**src/rtl/regf_arb_pkg.sv**
```systemverilog
// Shared types and constants for the register-file arbiter.
package regf_arb_pkg;

    typedef enum logic [1:0] {
        IDLE = 2'd0,
        BUSY = 2'd1,
        RESP = 2'd2
    } arb_state_t;

    localparam logic RW_READ   = 1'b0;
    localparam logic RW_WRITE  = 1'b1;

    localparam logic REQ_I2C   = 1'b0;
    localparam logic REQ_LOCAL = 1'b1;

endpackage

```
**src/rtl/regf_arbiter_rr_arb2.sv**
```systemverilog
// Two-input round-robin picker; combinational, the pointer lives in the caller.
module rr_arb2
    import regf_arb_pkg::*;
(
    input  logic [1:0] valids,
    input  logic       rr_ptr,
    output logic [1:0] grant,
    output logic       any
);

    // A lone requester always wins; on contention the pointer breaks the tie.
    always_comb begin
        grant = valids;
        if (valids == 2'b11) begin
            grant = (rr_ptr == REQ_LOCAL) ? 2'b10 : 2'b01;
        end
        any = |valids;
    end

endmodule

```
**src/rtl/regf_arbiter.sv**
```systemverilog
// Shares the register-file port between the I2C slave and the local host port.
// Optional ack watchdog enabled by defining REGF_ARB_WATCHDOG_EN.
module regf_arbiter
    import regf_arb_pkg::*;
#(
    parameter int unsigned DATA_WIDTH  = 8,
    parameter int unsigned ADDR_WIDTH  = 4,
    parameter int unsigned WDOG_CYCLES = 16
) (
    input  logic                  clk,
    input  logic                  rst_n,
    input  logic                  r0_valid,
    input  logic                  r0_rw,
    input  logic [ADDR_WIDTH-1:0] r0_addr,
    input  logic [DATA_WIDTH-1:0] r0_wdata,
    output logic                  r0_ready,
    output logic                  r0_rsp_valid,
    input  logic                  r1_valid,
    input  logic                  r1_rw,
    input  logic [ADDR_WIDTH-1:0] r1_addr,
    input  logic [DATA_WIDTH-1:0] r1_wdata,
    output logic                  r1_ready,
    output logic                  r1_rsp_valid,
    output logic [DATA_WIDTH-1:0] rsp_rdata,
    output logic                  rsp_err,
    output logic                  regf_req,
    output logic                  regf_rw,
    output logic [ADDR_WIDTH-1:0] regf_addr,
    output logic [DATA_WIDTH-1:0] regf_wdata,
    input  logic                  regf_ack,
    input  logic [DATA_WIDTH-1:0] regf_rdata
);

    if (WDOG_CYCLES < 2 || WDOG_CYCLES > 255) begin : g_wdog_range
        $error("regf_arbiter: WDOG_CYCLES must be within 2..255");
    end

    arb_state_t            state, state_nxt;
    logic                  rr_ptr, rr_ptr_nxt;
    logic                  owner, owner_nxt;
    logic [1:0]            grant;
    logic                  any;
    logic                  req_nxt, rw_nxt;
    logic [ADDR_WIDTH-1:0] addr_nxt;
    logic [DATA_WIDTH-1:0] wdata_nxt, rdata_nxt;
    logic                  rsp0_nxt, rsp1_nxt;

`ifdef REGF_ARB_WATCHDOG_EN
    localparam int unsigned WDOG_CNT_W = 8;
    localparam logic [WDOG_CNT_W-1:0] WDOG_LAST = WDOG_CNT_W'(WDOG_CYCLES - 1);
    logic [WDOG_CNT_W-1:0] wdog_cnt, wdog_nxt;
    logic                  err_nxt;
`else
    assign rsp_err = 1'b0;
`endif

    rr_arb2 u_pick (
        .valids ({r1_valid, r0_valid}),
        .rr_ptr (rr_ptr),
        .grant  (grant),
        .any    (any)
    );

    // Acceptance must land in the same cycle as the grant decision.
    assign r0_ready = (state == IDLE) && grant[0];
    assign r1_ready = (state == IDLE) && grant[1];

    always_comb begin
        state_nxt  = state;
        rr_ptr_nxt = rr_ptr;
        owner_nxt  = owner;
        req_nxt    = regf_req;
        rw_nxt     = regf_rw;
        addr_nxt   = regf_addr;
        wdata_nxt  = regf_wdata;
        rdata_nxt  = rsp_rdata;
        rsp0_nxt   = 1'b0;
        rsp1_nxt   = 1'b0;
`ifdef REGF_ARB_WATCHDOG_EN
        err_nxt    = rsp_err;
        wdog_nxt   = wdog_cnt;
`endif
        case (state)
            IDLE: begin
                if (any) begin
                    owner_nxt  = grant[1];
                    rr_ptr_nxt = ~grant[1];
                    rw_nxt     = grant[1] ? r1_rw    : r0_rw;
                    addr_nxt   = grant[1] ? r1_addr  : r0_addr;
                    wdata_nxt  = grant[1] ? r1_wdata : r0_wdata;
                    req_nxt    = 1'b1;
                    state_nxt  = BUSY;
`ifdef REGF_ARB_WATCHDOG_EN
                    wdog_nxt   = '0;
`endif
                end
            end
            BUSY: begin
                if (regf_ack) begin
                    req_nxt   = 1'b0;
                    rdata_nxt = (regf_rw == RW_WRITE) ? '0 : regf_rdata;
                    rsp0_nxt  = (owner == REQ_I2C);
                    rsp1_nxt  = (owner == REQ_LOCAL);
                    state_nxt = RESP;
`ifdef REGF_ARB_WATCHDOG_EN
                    err_nxt   = 1'b0;
                end else if (wdog_cnt == WDOG_LAST) begin
                    // Ack never came: complete with an error so the owner is not stuck.
                    req_nxt   = 1'b0;
                    rdata_nxt = '1;
                    err_nxt   = 1'b1;
                    rsp0_nxt  = (owner == REQ_I2C);
                    rsp1_nxt  = (owner == REQ_LOCAL);
                    state_nxt = RESP;
                end else begin
                    wdog_nxt  = wdog_cnt + WDOG_CNT_W'(1);
`endif
                end
            end
            RESP:    state_nxt = IDLE;
            default: state_nxt = IDLE;
        endcase
    end

    always_ff @(posedge clk or negedge rst_n) begin
        if (!rst_n) begin
            state        <= IDLE;
            rr_ptr       <= REQ_I2C;
            owner        <= REQ_I2C;
            regf_req     <= 1'b0;
            regf_rw      <= RW_READ;
            regf_addr    <= '0;
            regf_wdata   <= '0;
            rsp_rdata    <= '0;
            r0_rsp_valid <= 1'b0;
            r1_rsp_valid <= 1'b0;
`ifdef REGF_ARB_WATCHDOG_EN
            rsp_err      <= 1'b0;
            wdog_cnt     <= '0;
`endif
        end else begin
            state        <= state_nxt;
            rr_ptr       <= rr_ptr_nxt;
            owner        <= owner_nxt;
            regf_req     <= req_nxt;
            regf_rw      <= rw_nxt;
            regf_addr    <= addr_nxt;
            regf_wdata   <= wdata_nxt;
            rsp_rdata    <= rdata_nxt;
            r0_rsp_valid <= rsp0_nxt;
            r1_rsp_valid <= rsp1_nxt;
`ifdef REGF_ARB_WATCHDOG_EN
            rsp_err      <= err_nxt;
            wdog_cnt     <= wdog_nxt;
`endif
        end
    end

endmodule

```
**config.mk**
```make
export PLATFORM = sky130hd
export DESIGN_NAME = regf_arbiter
export DESIGN_NICKNAME = d
export VERILOG_FILES = /design/src/rtl/regf_arb_pkg.sv /design/src/rtl/regf_arbiter_rr_arb2.sv /design/src/rtl/regf_arbiter.sv
export SDC_FILE = /design/constraint.sdc
export NUM_CORES = 1
export LEC_CHECK = 0
export ABC_AREA = 0
export BUFFER_PORTS_ARGS = -buffer_cell sky130_fd_sc_hd__buf_2
export CAP_MARGIN = 20
export CELL_PAD_IN_SITES_DETAIL_PLACEMENT = 1
export CELL_PAD_IN_SITES_GLOBAL_PLACEMENT = 2
export CORE_UTILIZATION = 24
export DETAILED_ROUTE_END_ITERATION = 6
export PLACE_DENSITY_LB_ADDON = 0.1
export REMOVE_ABC_BUFFERS = 1
export SETUP_SLACK_MARGIN = 0.3
export SLEW_MARGIN = 25
export SYNTH_ARGS = -nofsm -noshare
export SYNTH_HDL_FRONTEND = slang
export SYNTH_SLANG_ARGS = --single-unit
```
**constraint.sdc**
```tcl
create_clock -name clk -period 1.4 [get_ports clk]
set_input_delay 0.28 -clock clk [delete_from_list [all_inputs] [get_ports clk]]
set_output_delay 0.28 -clock clk [all_outputs]
set_load 0.01 [all_outputs]
```
==> run_results.csv, run 1 <==
group,metric,value,unit
status,status,"finished with violations",
status,violations,"negative setup slack",
setup_path,path_max_fanout,3,
clock_network,cts-root-buf,"clkbuf_8",
sta,finalSetupViolCount,2,
clock_network,ctsHoldBuffers,0,
logic_synthesis,ys_ff_latch,28,
sta,finalCriticalPeriod,1.426,ns
routing,drt-vias-per-instance,4.510,
grt,overflow,0,
flow_run,max_cap_viol_count,0,
finish,fin_util,39.26,%
grt,first_global_vias,1331,
power_and_ir_drop,peakVddDrop,0.5762,mV
logic_synthesis,syn_avg_cell_area,9.379,um2
placement,dpl-instance-area,1692,um2
routing,dr.pass1.iters,4,
die,die_w,75.17,um
power_and_ir_drop,p_switching,1.543,mW
setup_path,worst_ep_arrival_time,1.15,ns
clock_network,cts-buffers-inserted,3,
routing,wl_per_cell,14.49,um
routing,ant_nets,0,
power_and_ir_drop,power.share.clock,12.1,%
setup_path,required,1.12,ns
finish,stdcell_count,294,
die,pin_count,66,
grt,grt_max_degree,29,
power_and_ir_drop,intPower,2.653,mW
logic_synthesis,ys_warn_count,0,
clock_network,cts_sinks,28,
sta,post-route-period-util,101.9,%
clock_network,h-tree-depth,1,
clock_network,clk_pin_slew,0.10,ns
power_and_ir_drop,seqPwrFrac,33.7,%
setup_path,rr_startpoint,"state[0]",
sta,fmax,0.7012,GHz
setup_path,critical_path_class,"flip-flop to output port",
power_and_ir_drop,p_leak,0.9886,nW
power_and_ir_drop,power_density,2079,nW/um2
die,placementRows,26,
finish,finalInstanceArea,2018,um2
sta,rsz0062_at_grt,"true",
finish,syn2layout_area_growth,57.06,%
routing,wl,4261,um
setup_path,cp-start-kind,"flip-flop",
worst_hold_path,hold_path.class,"input pin to asynchronous set/reset pin",
die,core_area,5140,um2
placement,placedCellCount,269,
grt,grt_use_total,15.41,%
sta,fin_ws,-0.02620,ns
routing,vias,1326,
finish,drive_above_1_share,48.66,%
power_and_ir_drop,swShare,36.78,%
sta,whs,0.03030,ns
logic_synthesis,synthCells,137,
die,die_y,75.17,um
routing,drc_errors,0,
finish,final_nets,264,
logic_synthesis,synth-seq-area-share,54.53,%
setup_path,worst_setup_path_end_kind,"output port",
sta,finalClockSkew,0.002136,ns
sta,tightestPinTransition,0.6631,ns
placement,port_buffers,64,
sta,max_slew_margin,55.79,%
placement,dp.final_hpwl,2819,um
grt,antenna_found_initial,0,
setup_path,rrSetupSlack,0.11,ns
die,initial_core_util,25.00,%
die,die_area,5651,um2
clock_network,cts_tree,"done",
setup_path,r2r-end,"r1_rsp_valid",
finish,n_antenna_cell,0,
sta,drv_slew,0,
sta,setup_tns,-0.03746,ns
placement,place_congestion,0.6880,
clock_network,clockBufferDepth,2,
power_and_ir_drop,combPwrFrac,54.2,%
routing,drtIter0Drc,33,
sta,hold_viol,0,
logic_synthesis,synth_area,1285,um2
grt,grt_pass1_wl,6410,um
clock_network,clock_latency,0.27,ns
setup_path,r2r_cells,6,
logic_synthesis,synth_cell_types,22,
-- layout by cell type (no fill, tap or decap), types with 2 or more instances in the layout --
cell / n
nand3_1: 13
o21ai_1: 5
and2_4: 2
buf_4: 19
a31oi_1: 14
nand2b_1: 9
dfrtp_1: 27
clkbuf_8: 4
buf_6: 15
nand2_1: 10
buf_2: 59
a21oi_1: 14
o21ai_0: 16
-- cell families after synthesis --
group	share of synthesized area (%)
flip-flops	54.53
buffers and inverters	5.939
AND/OR/NAND/NOR	17.43
AO/OA/AOI/OAI	21.81
other	0.2918
-- power groups by stage --
stage,registers [mW],clock network [mW],logic (mW)
final,1.42,0.507,2.27
after global routing,1.46,0.553,2.54
after detailed placement,1.45,0,1.55
after global placement,1.43,0,1.53
after floorplan,1.57,0,0.661
after CTS,1.41,0.529,1.93
-- through the flow --
stage          setup slack [ns]  total power [mW]
5_1_grt                -0.09324             4.556
3_3_place_gp             0.1600             2.953
3_5_place_dp             0.1404             2.997
6_report               -0.02620             4.196
2_1_floorplan           0.02865             2.232
4_1_cts                -0.04220             3.863
-- synthesized netlist by cell type --
library cell | count | area share [%]
clkbuf_1 | 6 | 1.8
a31oi_1 | 14 | 6.8
inv_1 | 2 | 0.58
nand2_1 | 12 | 3.5
nand2b_1 | 10 | 4.9
o21ai_0 | 22 | 8.6
nand3_1 | 13 | 5.1
nor2b_1 | 1 | 0.49
buf_4 | 1 | 0.58
buf_2 | 1 | 0.39
nand3b_1 | 1 | 0.58
buf_6 | 3 | 2.6
and2_4 | 1 | 0.68
dfrtp_1 | 28 | 55
a21oi_1 | 15 | 5.8
or2_1 | 1 | 0.49
nor2_1 | 1 | 0.29
and2_1 | 1 | 0.49
conb_1 | 1 | 0.29
a21o_1 | 1 | 0.58
and3_1 | 1 | 0.49
nor2_2 | 1 | 0.49
-- what timing repair did --
action	4_1_cts	5_1_grt
gates resized for setup	20	19
buffers inserted	5	11
pin swaps	2	3
gates cloned	3	2
setup endpoints to repair	21	50
-- how the worst max path moves through the flow --
stage | startpoint | end | depth (start not counted)
after floorplan | state[1] | r0_ready | 3
after global placement | state[1] | r1_ready | 3
after detailed placement | state[1] | r1_ready | 3
after CTS | state[0] | r0_ready | 4
after global routing | state[1] | r0_ready | 4
final | state[1] | r1_ready | 3
-- sequential cells by signal, summed over array words and instances (netlist names) --
signal	count
regf_wdata	8
state	2
r0_rsp_valid	1
rr_ptr	1
owner	1
rsp_rdata	8
regf_req	1
regf_rw	1
regf_addr	4
r1_rsp_valid	1
-- worst max-delay path, stage by stage (launching register included) --
cell     delay [ns]
dfrtp_1        0.42
nor2_4         0.15
and3_4         0.21
buf_6          0.10
-- layout make-up --
class	instances	area, um2
tap	70	87.58
fill	645	3122
timing repair buffer	93	606.8
multi-input combinational	97	559.3
sequential	28	701.9
inverter	2	7.507
clock buffer	4	55.05
-- metal layers --
metal	routed length, um	GRT usage, %	up-vias	share of wire, %
met5	0	0	-	0
met4	22	3.704	0	0.52
met3	186	2.945	2	4.4
met2	2303	29.13	41	54
met1	1749	17.87	627	41
li1	-	-	656	-
Note: power is estimated with default switching activity, not from simulation.
==> run 2: changes to the inputs <==
Settings changed: BUFFER_PORTS_ARGS -buffer_cell sky130_fd_sc_hd__buf_2 to -buffer_cell sky130_fd_sc_hd__buf_4.
==> run_results.csv, run 2 (synthesized netlist as in run 1, its figures left out) <==
group,metric,value,unit
status,status,"finished with violations",
status,violations,"negative setup slack",
sta,drv_slew,0,
die,pin_count,66,
setup_path,required,1.12,ns
clock_network,clock_latency,0.27,ns
clock_network,h-tree-depth,1,
finish,layout_common_cells,"63 x buf_4, 28 x buf_6, 27 x dfrtp_1, 16 x o21ai_0, 14 x a31oi_1",
routing,wl,4174,um
setup_path,worst_ep_arrival_time,1.13,ns
setup_path,r2r-end,"owner",
placement,port_buffers,64,
finish,final_nets,264,
power_and_ir_drop,power,4.639,mW
setup_path,cp-start-kind,"flip-flop",
routing,drtIter0Drc,28,
power_and_ir_drop,power_density,2068,nW/um2
clock_network,clockBufferDepth,2,
setup_path,critical_path_class,"flip-flop to output port",
routing,drc_errors,0,
grt,grt_pass1_wl,6423,um
worst_hold_path,hold_path_depth,2,
worst_hold_path,min_from,"regf_ack",
setup_path,path_max_fanout,3,
sta,post-route-period-util,100.9,%
sta,finalSetupViolCount,2,
die,initial_core_util,25.00,%
die,die_area,5651,um2
die,placementRows,26,
clock_network,clk_pin_slew,0.09,ns
finish,n_antenna_cell,0,
power_and_ir_drop,power.share.clock,10.8,%
grt,grt_max_degree,29,
routing,dr.pass1.iters,4,
sta,hold_viol,0,
finish,final_common_cell,"buf_4",
power_and_ir_drop,combPwrFrac,57.1,%
sta,fin_ws,-0.01254,ns
power_and_ir_drop,p_switching,1.632,mW
power_and_ir_drop,swShare,35.17,%
sta,fmax,0.7079,GHz
clock_network,cts_sinks,28,
power_and_ir_drop,p_leak,1.058,nW
setup_path,worst_setup_path_end_kind,"output port",
setup_path,critPathLaunch,"state[0]",
grt,first_global_vias,1335,
die,die_y,75.17,um
routing,wl_per_cell,14.20,um
worst_hold_path,min_to,"state[0]",
grt,antenna_found_initial,0,
sta,finalCriticalPeriod,1.413,ns
clock_network,cts-buffers-inserted,3,
die,die_w,75.17,um
sta,rsz0062_at_grt,"true",
sta,setup_tns,-0.02455,ns
setup_path,rr_startpoint,"state[0]",
grt,grt_use_total,15.45,%
routing,drt-vias-per-instance,4.609,
clock_network,cts_tree,"done",
clock_network,cts-root-buf,"clkbuf_8",
placement,dp.final_hpwl,2835,um
finish,top_regs,"regf_wdata (8), rsp_rdata (8), regf_addr (4)",
placement,pre_cts_slack,0.02024,ns
routing,ant_nets,0,
finish,syn2layout_area_growth,74.59,%
placement,place_congestion,0.6818,
grt,overflow,0,
placement,dpl-instance-area,1844,um2
power_and_ir_drop,peakVddDrop,0.6057,mV
flow_run,max_cap_viol_count,0,
worst_hold_path,hold_path.class,"input pin to flip-flop",
finish,finalInstanceArea,2243,um2
power_and_ir_drop,intPower,3.007,mW
sta,whs,0.1723,ns
setup_path,rrSetupSlack,0.01,ns
die,core_area,5140,um2
power_and_ir_drop,seqPwrFrac,32.1,%
routing,vias,1355,
finish,drive_above_1_share,50.00,%
sta,finalClockSkew,0.001920,ns
setup_path,r2r_cells,8,
run 2: cell types whose count changed in the layout (fill, tap and decap cells not counted), moves of 2 or more:
cell / before / now
buf_2: 59 / 0
buf_4: 19 / 63
buf_6: 15 / 28
nand2_1: 10 / 8
o21ai_1: 5 / 3
o21ai_2: 1 / 3
run 2: final cells by class:
| class | count | area [um2] |
|---|---|---|
| clock buffer | 4 | 55.05 |
| fill | 616 | 2897 |
| inverter | 2 | 7.507 |
| multi-input combinational | 97 | 573.1 |
| sequential | 28 | 701.9 |
| tap | 70 | 87.58 |
| timing repair buffer | 93 | 818.3 |
run 2: metrics by stage:
| step | instances | util [%] |
|---|---|---|
| after floorplan | 126 | - |
| after global placement | 268 | 35.88 |
| after detailed placement | 268 | 35.88 |
| after CTS | 285 | 40.97 |
| after global routing | 294 | 43.65 |
| final | 294 | 43.65 |
run 2: metal layers:
metal  track usage [%]  part of all wire (%)
met1             18.23                    39
met2             28.03                    54
met3             2.811                   5.2
met4             5.556                   1.6
met5                 0                     0
run 2: critical path: stages, from the launching register on:
cell     delay [ns]
dfrtp_1        0.42
nor2_4         0.14
nand2_1        0.07
a21oi_2        0.10
buf_4          0.13
run 2: worst max-delay path by stage:
stage	depth (start not counted)	to
final	4	r0_ready
after global routing	4	r0_ready
after CTS	4	r0_ready
after detailed placement	5	regf_wdata[1]
after global placement	5	regf_rw
after floorplan	3	r0_ready
run 2: power by group through the flow:
stage          Clock (mW)  Combinational (mW)  Sequential (mW)
5_1_grt             0.534                2.90             1.53
3_3_place_gp            0                1.71             1.46
3_5_place_dp            0                1.76             1.47
2_1_floorplan           0               0.661             1.57
4_1_cts             0.522                2.33             1.47
6_report            0.501                2.65             1.49
run 2: repair_timing:
item	in CTS	in global routing
setup endpoints to repair	35	49
pin swaps	4	3
resized for setup	32	23
hold buffers	1	0
hold endpoints to repair	28	0
gates cloned	2	0
buffers inserted	10	9
==> run 3: changes to the inputs <==
==> constraint.sdc (replaced) <==
create_clock -name clk -period 1.4 [get_ports clk]
set_input_delay 0.28 -clock clk [delete_from_list [all_inputs] [get_ports clk]]
set_output_delay 0.28 -clock clk [all_outputs]
set_load 0.05 [all_outputs]
==> run_results.csv, run 3 (synthesized netlist as in run 1, its figures left out) <==
group,metric,value,unit
status,status,"finished with violations",
status,violations,"negative setup slack",
power_and_ir_drop,power_density,2590,nW/um2
sta,hold_viol,0,
grt,overflow,0,
clock_network,h-tree-depth,1,
finish,finalInstanceArea,2416,um2
die,placementRows,26,
finish,fill_cells,607,
sta,setup_tns,-1.608,ns
grt,first_global_vias,1438,
die,pin_count,66,
placement,dp.final_hpwl,2811,um
grt,antenna_found_initial,0,
placement,dpl-instance-area,1852,um2
grt,grt_pass1_wl,6872,um
setup_path,cpMaxStageDelayCell,"dfrtp_1",
finish,syn2layout_area_growth,88.02,%
placement,pre_cts_slack,0.07147,ns
power_and_ir_drop,power,6.258,mW
die,die_w,75.17,um
sta,post-route-period-util,108.9,%
die,die_area,5651,um2
sta,finalCriticalPeriod,1.525,ns
clock_network,cts_sinks,28,
clock_network,cts-buffers-inserted,3,
power_and_ir_drop,p_leak,1.110,nW
setup_path,rrSetupSlack,-0.12,ns
routing,drtIter0Drc,34,
power_and_ir_drop,peakVddDrop,0.7955,mV
setup_path,cp-start-kind,"flip-flop",
finish,drive_above_1_share,53.25,%
worst_hold_path,hold_path.class,"input pin to flip-flop",
routing,drc_errors,0,
placement,place_congestion,0.6959,
routing,vias,1403,
sta,finalClockSkew,0.002853,ns
setup_path,path_max_fanout,7,
finish,n_antenna_cell,0,
setup_path,cpPeakStageDelay,0.44,ns
finish,final_common_cell,"buf_4",
routing,dr.pass1.iters,4,
flow_run,max_cap_viol_count,0,
finish,top_regs,"regf_wdata (8), rsp_rdata (8), regf_addr (4)",
setup_path,cpMostUsedCell,"buf_6",
setup_path,required,1.56,ns
placement,port_buffers,64,
sta,fmax,0.6559,GHz
die,die_y,75.17,um
clock_network,cts-root-buf,"clkbuf_8",
routing,drt-vias-per-instance,4.661,
grt,grt_max_degree,29,
finish,fin_util,47.01,%
sta,drv_slew,0,
die,core_area,5140,um2
setup_path,critical_path_class,"flip-flop to flip-flop",
routing,wl,4686,um
setup_path,path_cells,"nor2_4 > buf_4 > buf_6 > buf_6 > buf_6 > buf_6 > and2_4 > a31oi_4",
finish,layout_common_cells,"60 x buf_4, 34 x buf_6, 27 x dfrtp_1, 16 x o21ai_0, 13 x nand3_1",
sta,fin_ws,-0.1247,ns
clock_network,clockBufferDepth,2,
routing,ant_nets,0,
setup_path,worst_ep_arrival_time,1.68,ns
setup_path,worst_setup_path_end_kind,"flip-flop",
grt,grt_use_total,16.81,%
finish,final_nets,272,
clock_network,clock_latency,0.28,ns
die,initial_core_util,25.00,%
sta,rsz0062_at_grt,"true",
clock_network,cts_tree,"done",
routing,wl_per_cell,15.57,um
sta,finalSetupViolCount,18,
clock_network,clk_pin_slew,0.10,ns
## run 3: worst paths after layout
path / startpoint / endpoint / cells after the start
min in group asynchronous: rst_n / r0_rsp_valid / 2
max in group asynchronous: rst_n / regf_rw / 2
hold reg to reg: owner / r0_rsp_valid / 1
setup reg to reg: state[1] / regf_addr[3] / 8
setup / recovery: state[1] / regf_addr[3] / 8
hold / removal: regf_ack / state[0] / 2
## run 3: layout make-up
cell class	instances	area (um2)	share of cell area (%)
Clock buffer	3	41.29	1.709
Inverter	2	7.507	0.3107
Multi-Input combinational cell	97	631.9	26.15
Sequential cell	28	701.9	29.05
Tap cell	70	87.58	3.625
Timing Repair Buffer	101	945.9	39.15
## run 3: timing repair
| item | 4_1_cts | 5_1_grt |
|---|---|---|
| pin swaps | 5 | 7 |
| hold buffers | 1 | 0 |
| hold endpoints to repair | 28 | 0 |
| resized for setup | 52 | 22 |
| gates cloned | 3 | 3 |
| endpoints found under the setup margin | 41 | 52 |
| setup buffers | 13 | 9 |
## run 3: power breakdown
part	leakage [nW]	switching [mW]	internal, mW
clock	0.0216	0.268	0.194
combinational	0.752	2.37	1.95
sequential	0.336	0.287	1.19
## run 3: critical path, delay by kind of cell (launching register included)
family          cells  cell delay [ns]
compound gates      1             0.10
simple gates        2             0.36
buf+inv             5             0.50
flops               1             0.44
## run 3: stage by stage
| stage | cells | hold WS (ns) |
|---|---|---|
| global route | 301 | 0.1706 |
| detailed placement | 269 | 0.2272 |
| floorplan | 126 | -0.01559 |
| finish | 301 | 0.1792 |
| global placement | 269 | 0.2260 |
| CTS | 289 | 0.1740 |
## run 3: layer usage
| metal | track usage [%] | up-vias | share of wire [%] |
|---|---|---|---|
| met5 | 0 | - | 0 |
| li1 | - | 672 | - |
| met4 | 6.173 | 0 | 1.3 |
| met3 | 2.544 | 5 | 4.7 |
| met2 | 31.53 | 44 | 55 |
| met1 | 19.25 | 682 | 39 |
